`src/rtl/fetch_unit.sv`:
```
// Instruction fetch stage: issues one imem read at a time from the PC register,
// buffers tagged instructions in a 2-entry FIFO and handles redirect flushes.
module fetch_unit #(
  parameter int AW  = 8,
  parameter int IW  = 32,
  parameter int INC = 1
) (
  input  logic          clk,
  input  logic          rst_n,
  input  logic [AW-1:0] pc_in,
  output logic [AW-1:0] pc_next,
  output logic          pc_load,
  output logic          imem_req,
  output logic [AW-1:0] imem_addr,
  input  logic          imem_ack,
  input  logic [IW-1:0] imem_rdata,
  input  logic          redirect,
  input  logic [AW-1:0] redirect_pc,
  output logic          inst_valid,
  input  logic          inst_ready,
  output logic [IW-1:0] inst_data,
  output logic [AW-1:0] inst_pc
);

  typedef enum logic [1:0] {IDLE, WAIT, KILL} state_t;

  state_t        state;
  logic [1:0]    count;
  logic [AW-1:0] pc_q0, pc_q1;
  logic [IW-1:0] data_q0, data_q1;
  logic          push;
  logic          pop;
  logic [1:0]    wr_idx;

  function automatic logic [AW-1:0] pc_inc(input logic [AW-1:0] a);
    return a + AW'(INC);
  endfunction

  assign push   = (state == WAIT) && imem_ack && !redirect;
  assign pop    = inst_valid && inst_ready;
  assign wr_idx = count - {1'b0, pop};

  assign inst_valid = (count != 2'd0);
  assign inst_data  = data_q0;
  assign inst_pc    = pc_q0;

  // Redirect outranks the ack-driven load; nothing loads while in reset.
  always_comb begin
    pc_load = 1'b0;
    pc_next = pc_inc(pc_in);
    if (rst_n) begin
      if (redirect) begin
        pc_load = 1'b1;
        pc_next = redirect_pc;
      end else if (push) begin
        pc_load = 1'b1;
        pc_next = pc_inc(imem_addr);
      end
    end
  end

  always_ff @(posedge clk or negedge rst_n) begin
    if (!rst_n) begin
      state     <= IDLE;
      imem_req  <= 1'b0;
      imem_addr <= '0;
    end else begin
      case (state)
        IDLE: begin
          if ((count < 2'd2) && !redirect) begin
            imem_addr <= pc_in;
            imem_req  <= 1'b1;
            state     <= WAIT;
          end
        end
        WAIT: begin
          if (imem_ack) begin
            imem_req <= 1'b0;
            state    <= IDLE;
          end else if (redirect) begin
            state <= KILL;
          end
        end
        KILL: begin
          if (imem_ack) begin
            imem_req <= 1'b0;
            state    <= IDLE;
          end
        end
        default: state <= IDLE;
      endcase
    end
  end

  // Slot 0 is the head; a pop shifts slot 1 down before the push lands.
  always_ff @(posedge clk or negedge rst_n) begin
    if (!rst_n) begin
      count   <= 2'd0;
      pc_q0   <= '0;
      pc_q1   <= '0;
      data_q0 <= '0;
      data_q1 <= '0;
    end else if (redirect) begin
      count <= 2'd0;
    end else begin
      if (pop) begin
        pc_q0   <= pc_q1;
        data_q0 <= data_q1;
      end
      if (push && (wr_idx == 2'd0)) begin
        pc_q0   <= imem_addr;
        data_q0 <= imem_rdata;
      end
      if (push && (wr_idx == 2'd1)) begin
        pc_q1   <= imem_addr;
        data_q1 <= imem_rdata;
      end
      count <= count + {1'b0, push} - {1'b0, pop};
    end
  end

endmodule

```
`config.mk`:
```
export PLATFORM = sky130hd
export DESIGN_NAME = fetch_unit
export DESIGN_NICKNAME = d
export VERILOG_FILES = /design/src/rtl/fetch_unit.sv
export SDC_FILE = /design/constraint.sdc
export NUM_CORES = 1
export LEC_CHECK = 0
export ABC_AREA = 1
export CAP_MARGIN = 15
export CORE_ASPECT_RATIO = 1.75
export CORE_MARGIN = 8
export CORE_UTILIZATION = 54
export DETAILED_ROUTE_END_ITERATION = 6
export GPL_ROUTABILITY_DRIVEN = 1
export HOLD_SLACK_MARGIN = 0.02
export MAX_ROUTING_LAYER = met4
export PLACE_DENSITY_LB_ADDON = 0.08
export SYNTH_ARGS = -nofsm -noshare
export SYNTH_HDL_FRONTEND = slang
export SYNTH_SLANG_ARGS = --single-unit
```
`constraint.sdc`:
```
create_clock -name clk -period 4.5 [get_ports clk]
set_clock_uncertainty 0.05 [all_clocks]
set_input_delay 0.45 -clock clk [delete_from_list [all_inputs] [get_ports clk]]
set_output_delay 0.45 -clock clk [all_outputs]
set_load 0.01 [all_outputs]
```
==> impl_summary.md <==
Status
The flow ran to the end, and the final reports show no timing, DRC or antenna violations.

Finish
The diode insertion count for antenna repair is 0. In the final layout, flip-flops and latches occupy 2330 um^2. The net count reported at finish is 722. The cell area after layout is about 6000 um^2.

The filler cells instantiated in the layout total ~680. The area of combinational cells with multiple inputs is 2010 um^2. Cells fill 72.5% of the core in the end. Leaving out filler cells and counting taps, the final layout contains 757. The proportion of layout cells with a drive suffix above 1 is 4.36%. Compared with the post-synthesis result, the final layout area differs by 30.6%.

Timing
For the pin with the worst max-slew slack, the measured transition is about 690 ps. The worst max-slew margin expressed relative to the limit is 54.0%. The count of final max-slew check failures is 0. Timing would allow up to slightly above 0.3 GHz. The total negative slack is 0 ps. The post-route minimum period is between 3000 and 4000 ps. The final critical-path share of the clock period is 73.4%.

The final number of hold-violating endpoints is 0. Setup repair after global routing left no endpoint under its margin. The final-report setup violation count is 0.

Yosys
The top flip-flop cell by instance count after synthesis is dfrtp_1. The synthesized netlist contains 25 unique library cells. For this run, the number of Yosys warnings is 0. The summed instance area of the synthesized netlist is 4580 um^2.

The share of synthesized area in the top cell type comes to 50.8%. dfrtp_1 takes more of the synthesized area than any other cell. The number of flops mapped to enable cells by yosys is 0. Counting flops and latches in the post-synthesis netlist gives 93.

In this run the mean area of a mapped cell was around 8 um^2. The post-synthesis async set-or-reset flop share is between 90% and 100%. nand2_1 is the most common cell in the netlist. The count of mapped cells out of synthesis is 570. The total nets after synthesis is approximately 630.

Sorting the synthesized cells by area gives the leading types as dfrtp_1 (51%), nand2_1 (11%), nand3_1 (5.8%). Sorting the synthesized cells by how often they occur yields nand2_1 (140), dfrtp_1 (93), nor2_1 (54). After synthesis, flip-flops and latches occupy 50.8% of the total area.

Routing
For this block, the via count after detailed routing is 4,454. After detailed routing, the total wire length is between 10,000 and 15,000 um. For this run, design rule violations remaining after detail routing come to 0.

In the routed layout, each cell is associated on average with a via count of around 6. The first-pass iteration count of the detailed router is 5. The count of routing violations after the opening detailed-route iteration is approximately 320. The detail route stage leaves a number of antenna-violating nets equal to 0. Dividing the detail-routed wire length by the instance count gives 17.5 um.

Worst setup path
The endpoint required time on the critical path is 4000 ps. On the critical path, the stage with the largest delay is an instance of clkdlybuf4s50_1. The arrival time of data at the critical path endpoint is about 2800 ps. The family with the most delay on the worst path is buffers and inverters. The largest incremental delay on the critical path is between 800 and 900 ps. The largest fanout on the critical path is 14. Walking the worst path, the cells encountered are clkdlybuf4s50_1 -> inv_1 -> a21oi_1 -> inv_1 -> a21o_1 -> clkdlybuf4s50_1. By startpoint and endpoint, the worst setup path is classified as in -> out. The sum of buffers and inverters on the critical path is 4. The worst setup path is launched from an input pin. The capturing element type of the critical path is an output pin.

Clock tree
Counting along the longest clock path gives a buffer depth of 2. The tree is rooted in a clkbuf_16. The clock net in this run drives a total of 93 sinks. The TritonCTS clock tree is built.

The buffer count from post-CTS setup fixing is 0. The clock transition at the register clock pins on the worst setup and hold paths after CTS is approximately 60 ps. The number of buffers inserted by hold repair at cts is 0. In this run the number of H-tree levels came out at 3. The CTS buffer count is 9.

The clock reaches the later pin of the worst-skew pair after 330 ps. The post-cts sizing count is 0.

Place
In this run, placement finished with an instance count of 742. The total placed instance area is 5720 um^2. Summed over all nets, the half-perimeter wirelength after detailed placement is 8710 um. Port buffering added approximately 110 buffers. At the end of routability-driven placement, the weighted congestion stood at 0.840.

GRT
The number of global-route vias before repair was 4,633. The first-pass GRT wire length is 22,000 um. The number of antenna violations at the first check in global routing is 0.

The maximum number of pins on one net before global-route repair is 56. Global routing used 23.7% of the available tracks across all layers. The overflow left after global routing is 0.

Hold path
The type of the most critical hold path is in -> async.

Floorplan
In this run the horizontal extent of the chip is 85.6 um. The boundary pin count is 112. The effective utilization at floorplan is 55.5%. The die height is about 140 um.

The area of the core is 8260 um^2. The floorplan has 44 rows. The die covers 11,800 um^2.

Power and ir drop
The total chip power is 3.99 mW. The analysis attributes to cell leakage a power of 2.75 nW. In this run the power density over the cells is ~670 nW/um^2. The worst-case IR drop observed on VDD is 511 uV.

Job
The tool flagged a number of max-cap violations equal to 0.
-- logic make-up after synthesis --
logic type,Yosys count,synth area share (%)
AO/OA/AOI/OAI,109,12.4
multiplexers,1,0.246
buffers and inverters,64,5.85
XOR/XNOR,6,1.15
flip-flops,93,50.8
adder cells (fa/ha/maj),8,2.19
AND/OR/NAND/NOR,289,27.4
-- report_power, final --
group / switching [mW] / internal (mW)
Clock: 0.288 / 0.387
Combinational: 0.959 / 0.803
Sequential: 0.295 / 1.26
Total: 1.54 / 2.45
-- state kept, by name (all words and copies together) (netlist names) --
signal,cells
pc_q1,8
state,2
data_q1,32
count,2
inst_pc,8
inst_data,32
imem_req,1
imem_addr,8
-- cell usage in the layout, fill, tap and decap left out --
cell type        count
a21oi_2              1
o21ai_0             44
clkbuf_16            9
clkinvlp_4           1
clkbuf_8             1
nor2_1              52
xor2_1               4
nand3_1             53
o21ai_1              8
o22ai_1              1
mux2_2               1
nand4_1             41
nand2_2              1
xnor2_1              2
o21ai_4              1
inv_2                1
o21bai_1             2
buf_4               11
nor2_4               2
o211ai_1             1
a21oi_1             49
clkbuf_1             4
clkdlybuf4s50_1    110
a21o_1               1
ha_1                 8
a22oi_1              1
inv_1               22
dfrtp_1             93
nor3_1               1
nand2_1            139
-- metrics by stage --
step	hold WS (ps)	setup slack, ps
4_1_cts	84.6	1210
3_3_place_gp	398	1310
6_report	65.7	1200
5_1_grt	106	1010
3_5_place_dp	404	1230
2_1_floorplan	104	2540
-- final timing paths --
path	startpoint	end	slack [ps]	depth (start not counted)
max in group asynchronous	rst_n	inst_data[21]	3210	2
hold / removal	rst_n	inst_data[11]	70	1
min in group clk	data_q1[21]	data_q1[21]	420	2
hold reg to reg	data_q1[21]	data_q1[21]	420	2
setup reg to reg	state[1]	inst_data[17]	1470	11
setup / recovery	redirect	pc_next[1]	1200	6
-- layout make-up --
class	count	share of cell area [%]
inverter	23	1.44
tap	92	1.92
multi-input combinational	413	33.6
timing repair buffer	121	19.8
clock buffer	14	4.24
clock inverter	1	0.125
sequential	93	38.9
-- layer usage --
| metal | global-route usage (%) | share of wire, % |
|---|---|---|
| met1 | 26.8 | 40 |
| met2 | 40.1 | 52 |
| met3 | 4.24 | 5.6 |
| met4 | 10.3 | 2.5 |
| met5 | - | 0 |
-- worst reg2reg max path, cell delays in order, from the launching register on --
cell and delay (ps):
dfrtp_1 410, inv_1 120, ha_1 180, nand2_1 140, inv_1 80, buf_4 400
nand3_1 140, buf_4 300, nand2_1 500, buf_4 410, nor2_1 100, a21oi_1 140
Note: power is estimated with default switching activity, not from simulation.
